### src/rtl/prog_mem_arbiter.sv
// Program memory arbiter: CPU fetch has priority, debug port gets a guaranteed slot after MAX_WAIT denials.
// Optional feature macro PROG_MEM_WRITE_EN enables debug writes; without it writes are rejected with DBG_ERR.
module prog_mem_arbiter #(
  parameter int ADDR_W   = 10,
  parameter int DATA_W   = 18,
  parameter int MAX_WAIT = 8
) (
  input  logic              CLK,
  input  logic              RST,
  input  logic              CPU_FETCH,
  input  logic [ADDR_W-1:0] CPU_ADDR,
  output logic              CPU_STALL,
  output logic [DATA_W-1:0] CPU_IR,
  output logic              CPU_IR_VLD,
  input  logic              DBG_REQ,
  input  logic              DBG_WE,
  input  logic [ADDR_W-1:0] DBG_ADDR,
  input  logic [DATA_W-1:0] DBG_WDATA,
  output logic              DBG_ACK,
  output logic [DATA_W-1:0] DBG_RDATA,
  output logic              DBG_ERR,
  output logic [ADDR_W-1:0] MEM_ADDR,
  output logic              MEM_WE,
  output logic [DATA_W-1:0] MEM_WDATA,
  input  logic [DATA_W-1:0] MEM_RDATA
);

  typedef enum logic [1:0] {IDLE, DBG_RD, DBG_WR, ACK_WAIT} state_e;

  localparam logic [7:0] MAX_WAIT_C = 8'(MAX_WAIT);
`ifdef PROG_MEM_WRITE_EN
  localparam bit WR_EN = 1'b1;
`else
  localparam bit WR_EN = 1'b0;
`endif

  state_e            state_q, state_d;
  logic [7:0]        wait_cnt_q, wait_cnt_d;
  logic              cpu_vld_q, cpu_vld_d;
  logic [DATA_W-1:0] dbg_rdata_q, dbg_rdata_d;

  logic              wr_reject;
  logic              dbg_grant;
  logic              dbg_mem;
  logic              cpu_grant;
  logic [ADDR_W-1:0] mem_addr;

  // A rejected write never touches the memory, so it can be granted alongside a CPU fetch.
  assign wr_reject = DBG_WE && !WR_EN;

  always_comb begin
    state_d     = state_q;
    wait_cnt_d  = wait_cnt_q;
    dbg_rdata_d = dbg_rdata_q;
    dbg_grant   = 1'b0;
    dbg_mem     = 1'b0;
    cpu_grant   = 1'b0;
    mem_addr    = '0;
    // NOTE: the combinational grant path is gated by RST so that every output reads 0 while in reset,
    // not just the registered ones.
    if (!RST) begin
      if (state_q == IDLE && DBG_REQ &&
          (wr_reject || !CPU_FETCH || wait_cnt_q == MAX_WAIT_C)) begin
        dbg_grant = 1'b1;
      end
      dbg_mem   = dbg_grant && !wr_reject;
      cpu_grant = CPU_FETCH && !dbg_mem;

      if (dbg_mem)        mem_addr = DBG_ADDR;
      else if (cpu_grant) mem_addr = CPU_ADDR;

      if (dbg_grant) begin
        wait_cnt_d = '0;
      end else if (state_q == IDLE && DBG_REQ && wait_cnt_q != MAX_WAIT_C) begin
        wait_cnt_d = wait_cnt_q + 8'd1;
      end
    end

    unique case (state_q)
      IDLE:     if (dbg_grant) state_d = DBG_WE ? DBG_WR : DBG_RD;
      DBG_RD: begin
        dbg_rdata_d = MEM_RDATA;
        state_d     = ACK_WAIT;
      end
      DBG_WR:   state_d = ACK_WAIT;
      ACK_WAIT: state_d = IDLE;
      default:  state_d = IDLE;
    endcase
  end

  assign cpu_vld_d = cpu_grant;

  // NOTE: state registers use non-blocking assignments so every flop samples pre-edge values.
  always_ff @(posedge CLK or posedge RST) begin
    if (RST) begin
      state_q     <= IDLE;
      wait_cnt_q  <= '0;
      cpu_vld_q   <= 1'b0;
      dbg_rdata_q <= '0;
    end else begin
      state_q     <= state_d;
      wait_cnt_q  <= wait_cnt_d;
      cpu_vld_q   <= cpu_vld_d;
      dbg_rdata_q <= dbg_rdata_d;
    end
  end

  assign CPU_STALL  = CPU_FETCH && !cpu_grant && !RST;
  assign CPU_IR_VLD = cpu_vld_q;
  assign CPU_IR     = cpu_vld_q ? MEM_RDATA : '0;
  assign DBG_ACK    = (state_q == DBG_RD) || (state_q == DBG_WR);
  assign DBG_ERR    = (state_q == DBG_WR) && !WR_EN;
  // Read data is forwarded straight from memory in the ack cycle and held afterwards.
  assign DBG_RDATA  = (state_q == DBG_RD) ? MEM_RDATA : dbg_rdata_q;
  assign MEM_ADDR   = mem_addr;

`ifdef PROG_MEM_WRITE_EN
  assign MEM_WE    = dbg_mem && DBG_WE;
  assign MEM_WDATA = (dbg_mem && DBG_WE) ? DBG_WDATA : '0;
`else
  logic unused_wdata;
  assign unused_wdata = ^DBG_WDATA;
  assign MEM_WE       = 1'b0;
  assign MEM_WDATA    = '0;
`endif

endmodule

### config.mk
export PLATFORM = sky130hd
export DESIGN_NAME = prog_mem_arbiter
export DESIGN_NICKNAME = d
export VERILOG_FILES = /design/src/rtl/prog_mem_arbiter.sv
export SDC_FILE = /design/constraint.sdc
export NUM_CORES = 1
export LEC_CHECK = 0
export CAP_MARGIN = 25
export CORE_ASPECT_RATIO = 0.75
export CORE_UTILIZATION = 37
export CTS_CLUSTER_SIZE = 12
export DETAILED_ROUTE_END_ITERATION = 6
export PLACE_DENSITY = 0.95
export SLEW_MARGIN = 25
export SYNTH_ARGS = -nofsm -noshare
export SYNTH_HDL_FRONTEND = slang
export SYNTH_SLANG_ARGS = --single-unit
### constraint.sdc
create_clock -name CLK -period 4.65 [get_ports CLK]
set_clock_uncertainty 0.15 [all_clocks]
set_input_delay 0.93 -clock CLK [delete_from_list [all_inputs] [get_ports CLK]]
set_output_delay 0.93 -clock CLK [all_outputs]
set_load 0.01 [all_outputs]
**Yosys cells after proc, flatten, opt, wreduce, memory -nomap -nowiden**

Cells that the tools add are included.
Widths: inputs -> output; s select.

- Register bits: 29
- Input port bits: 61
- Output and inout port bits: 69
- Logic and storage cells: 45

- Add/subtract/negate cells: 1
- Equality and inequality tests: 6
- Muxes and demuxes: 14
- Bitwise gates (word level): 1
- Reduce and logical (&&, ||, !) cells: 19

Operators with widths:

| operator | count |
|---|---|
| $mux 18 | 2 |
| $mux 10 | 3 |
| $mux 8 | 2 |
| $add 8x1->8 const B | 1 |
| $eq 8x4->1 const B | 1 |
| $ne 8x4->1 const B | 1 |
| $logic_and 1x1->1 | 7 |
| $pmux 2 s3 | 1 |
| $logic_not 1->1 | 5 |
| $eq 2x2->1 const B | 2 |
| $mux 1 | 4 |
| $mux 2 | 2 |
| $logic_or 1x1->1 | 3 |
| $eq 2x1->1 const B | 1 |
| $logic_not 2->1 | 1 |
| $ne 2x2->1 const B | 1 |
| $reduce_and 2->1 | 1 |
| $reduce_bool 2->1 | 1 |
| $reduce_or 2->1 | 1 |
| $not 1->1 | 1 |

**Logic depth before layout (Yosys ltp)**

- Word-level depth: 13
- Depth in mapped cells: 8
- Gate-level depth less buffers: 6

**Worst setup path after synthesis**

No wires, ideal clock.

- Path type: input -> output
- From: in DBG_REQ
- To: out MEM_ADDR[2]
- Arrival: 1861 ps
- Required time: 3570 ps
- Slack: 1709 ps
- Stages: 6
- Path buffers: 2
- Path through: nand2_1 -> or2_1 -> clkbuf_1 -> o21a_1 -> buf_2 -> a22o_1

- Word-level cells in the longest chain between the ends: 10

Ends and longest elaborated chain:

| what | RTL line | text |
|---|---|---|
| from (decl) | 15 | `input logic DBG_REQ,` |
| $logic_and 1x1->1 * (2 in series) | 62 | `if (state_q == IDLE && DBG_REQ &&` |
| $mux 1 * | 62 |  |
| $mux 1 * | 61 | `if (!RST) begin` |
| $logic_and 1x1->1 * | 66 | `dbg_mem = dbg_grant && !wr_reject;` |
| $logic_not 1->1 | 67 | `cpu_grant = CPU_FETCH && !dbg_mem;` |
| $logic_and 1x1->1 | 67 |  |
| $mux 10 | 70 | `else if (cpu_grant) mem_addr = CPU_ADDR;` |
| $mux 10 * | 69 | `if (dbg_mem) mem_addr = DBG_ADDR;` |
| $mux 10 * | 61 |  |
| to (decl) | 22 | `output logic [ADDR_W-1:0] MEM_ADDR,` |

Every way passes the cells marked *; elsewhere a longest branch is shown, timed or not. The select of a mux whose other input is x is not followed.

**Worst setup path after layout**

- From: in RST
- To: out MEM_ADDR[3]

- Word-level cells in the longest chain between the ends: 1

Ends and longest elaborated chain:

| what | RTL line | text |
|---|---|---|
| from (decl) | 9 | `input logic RST,` |
| $mux 10 | 61 |  |

No other way between the ends.

==> results list <==
- Total of max-cap violations: 0
- Port Buf Inserts: 92
- After layout, the minimum clock period comes to 3995 ps.
* Arrival time at the worst endpoint: 2920 ps
- From synthesis to final layout, the design area changed by 55.74%.
- Final net count: 325
- The count of nets left with antenna violations once routing finished came out at 0.
- Final core utilization: 0.6049
- Total routing usage reported by global routing: 0.1754
- #FFs+latches synth: 29
- With fillers left out, the area of the finished cells amounts to 2734 um2.
- DRC violations left: 0
- CTS H-tree depth: 2
- Number of vias in the routed layout: 1,477
* TritonCTS buffer count: 5
- In the post-synthesis netlist, the biggest area contributors are sky130_fd_sc_hd__dfrtp_1, sky130_fd_sc_hd__mux2_2, sky130_fd_sc_hd__buf_4.
- The worst setup path is launched from an input pin.
* Max-slew violation count: 0
* Core box area: 4519 um2
* Final count of negative-setup-slack endpoints: 0
* Number of DRC markers after the initial detailed-route iteration: 93
* Post-CTS setup repair buffer count: 0
- Yosys warnings: 0
- Sequential fraction of the synthesis area: 0.4134
- The analysis attributes to cell leakage a power of 1.166 nW.
* Crit Path Max Fanout: 9
- Clock Pin Slew Worst Setup and Hold Paths: 50 ps
- Synth Cell Area: 1755 um2
- Status: finished clean
- In this run the cell area measured after placement is 2648 um2.
* Proportion of layout cells with a drive suffix above 1: 0.1240
- Die Area: 5027 um2
- Antenna violations before repair: 0
- RSZ-0062 raised after global routing: no
- After global routing the overflow that remains totals 0.
- The final count of hold timing violations came to 0.
* Crit share post-route: 0.8592
* Max IR drop VDD: 0.0003313 V
* Clock tree from TritonCTS: yes
* Setup TNS Final: 0 ps
- Number of global-route vias before repair: 1,416
- The congestion estimate from routability-driven global placement came to 0.8267.
- After legalization and detailed placement, the total HPWL measured 3262 um.
- Total chip power: 0.001312 W
- After clock tree synthesis, the flow added hold-fix buffers numbering 0.
* Worst-skew pair later-pin latency: 270 ps
* Routed WL: 4233 um
* Mapped Avg Cell Area: 10.64 um2
- The largest total area in the synthesized netlist belongs to sky130_fd_sc_hd__dfrtp_1.
* Setup Crit Path Kind: input pin to output pin
- The floorplan has 21 rows.
* Clock sink count: 29
* Synth cell types: 34
- Crit path required time: 3570 ps
* Starting utilization of the core area: 0.3884
- The worst setup path is captured at an output pin.
- After synthesis, the share of flip-flops with an asynchronous set or reset is 1.000.
- Dividing total power by cell area gives a power density of 479.9 nW/um2.
* Buffer cell driving the clock tree root: sky130_fd_sc_hd__clkbuf_8
- Of the post-synthesis cell area, the dominant cell type holds 0.4134.
- In this run, post-CTS repair resized a total of 0 instances.
* Number of flops mapped to enable cells by yosys: 0
- Vias per Instance: 4.689
- Main flop type after synthesis: sky130_fd_sc_hd__dfrtp_1
- Tightest Hold Check Type: flip-flop to flip-flop
- Diode count: 0
* Relative slew slack: 0.4568
* Chip Width: 81.54 um
- In this run the deepest clock path goes through 2 buffers.
- Maximum frequency from static timing analysis: 0.2503 GHz
- Transition time at the pin with the least slew margin: 814.8 ps
* Number of standard cells after synthesis: 165
- Top-Level Pins: 130
- For this run, the detailed router's first-pass iteration total came to 4.
- Entering global routing, the biggest net connects 30 pins.
* Wire length per cell: 13.44 um
- The first global-routing pass estimated 6506 um of wire.
- Chip Height: 61.65 um
sequential cells by signal, indices dropped and copies added (netlist names):
signal,flops
CPU_IR_VLD,1
dbg_rdata_q,18
state_q,2
wait_cnt_q,8
metrics by stage:
stage          hold WS (ps)  setup slack (ps)  std cells
6_report              345.3             654.7        315
3_3_place_gp          330.0             729.8        308
4_1_cts               349.6             664.0        315
3_5_place_dp          336.9             674.2        308
5_1_grt               355.5             551.7        315
2_1_floorplan         334.9              1709        183
power by group:
group          total [W]  switching, W  internal (W)
combinational   0.000717      0.000299      0.000418
sequential      0.000394     0.0000388      0.000355
clock           0.000201     0.0000839      0.000117
total            0.00131      0.000422      0.000890
placed cells by master, fill, tap and decap left out, types with 3 or more instances in the layout:
| cell | netlist | layout |
|---|---|---|
| sky130_fd_sc_hd__dfrtp_1 | 29 | 29 |
| sky130_fd_sc_hd__ha_1 | 6 | 6 |
| sky130_fd_sc_hd__nand2b_1 | 4 | 4 |
| sky130_fd_sc_hd__nand2_1 | 8 | 8 |
| sky130_fd_sc_hd__mux2_2 | 19 | 19 |
| sky130_fd_sc_hd__a31oi_1 | 6 | 6 |
| sky130_fd_sc_hd__conb_1 | 1 | 19 |
| sky130_fd_sc_hd__nand3_1 | 3 | 3 |
| sky130_fd_sc_hd__clkbuf_8 | 0 | 6 |
| sky130_fd_sc_hd__clkdlybuf4s50_1 | 0 | 92 |
| sky130_fd_sc_hd__a22o_1 | 8 | 8 |
| sky130_fd_sc_hd__a21oi_1 | 4 | 4 |
| sky130_fd_sc_hd__and2_1 | 18 | 18 |
| sky130_fd_sc_hd__inv_1 | 8 | 7 |
| sky130_fd_sc_hd__and3_1 | 3 | 3 |
metal layers:
metal  wire length [um]  up-vias  GRT usage  share of wire
li1                   -      722          -              -
met1               1814      700     0.2105           0.43
met2               2140       53     0.2976           0.51
met3                265        2    0.06222          0.063
met4                 12        0    0.05612         0.0028
met5                  0        -          0              0
cells by family after synthesis:
logic type | synth area share
adders and majority gates | 0.04276
and+or+nand+nor | 0.1611
muxes | 0.1347
buffers and inverters | 0.1169
DFF | 0.4134
other | 0.002136
AOI/OAI and AO/OA | 0.1290
synthesized netlist by cell type (2+ instances only):
cell type	n
sky130_fd_sc_hd__and3_1	3
sky130_fd_sc_hd__a31oi_1	6
sky130_fd_sc_hd__clkbuf_1	3
sky130_fd_sc_hd__nand2_1	8
sky130_fd_sc_hd__mux2_2	19
sky130_fd_sc_hd__nand3_1	3
sky130_fd_sc_hd__and2_1	18
sky130_fd_sc_hd__o21ai_0	2
sky130_fd_sc_hd__nand2b_1	4
sky130_fd_sc_hd__buf_4	19
sky130_fd_sc_hd__o21ai_1	2
sky130_fd_sc_hd__o211ai_1	2
sky130_fd_sc_hd__a41oi_1	2
sky130_fd_sc_hd__mux2_1	2
sky130_fd_sc_hd__dfrtp_1	29
sky130_fd_sc_hd__inv_1	8
sky130_fd_sc_hd__o41ai_1	2
sky130_fd_sc_hd__a22o_1	8
sky130_fd_sc_hd__buf_2	2
sky130_fd_sc_hd__ha_1	6
sky130_fd_sc_hd__a21oi_1	4
worst max-delay path, cell delays in order:
cell	delay (ps)
sky130_fd_sc_hd__clkdlybuf4s50_1	560
sky130_fd_sc_hd__nor2b_1	280
sky130_fd_sc_hd__o21a_1	390
sky130_fd_sc_hd__a22o_1	200
sky130_fd_sc_hd__clkdlybuf4s50_1	560
cell type report:
class / instances / area, um2
Clock buffer: 7 / 86.33
Multi-Input combinational cell: 121 / 892.1
Timing Repair Buffer: 93 / 928.4
Sequential cell: 29 / 725.7
Fill cell: 392 / 1785
Inverter: 8 / 30.03
Tap cell: 57 / 71.32
worst paths after layout:
kind | start | end | slack, ps | cells past startpoint
hold / removal | dbg_rdata_q[9] | dbg_rdata_q[9] | 350 | 1
hold reg to reg | dbg_rdata_q[9] | dbg_rdata_q[9] | 350 | 1
setup / recovery | RST | MEM_ADDR[3] | 650 | 5
min in group asynchronous | RST | wait_cnt_q[2] | 1120 | 2
max in group asynchronous | RST | dbg_rdata_q[12] | 2820 | 2
setup reg to reg | wait_cnt_q[0] | state_q[1] | 2530 | 7
Note: power is estimated with default switching activity, not from simulation.
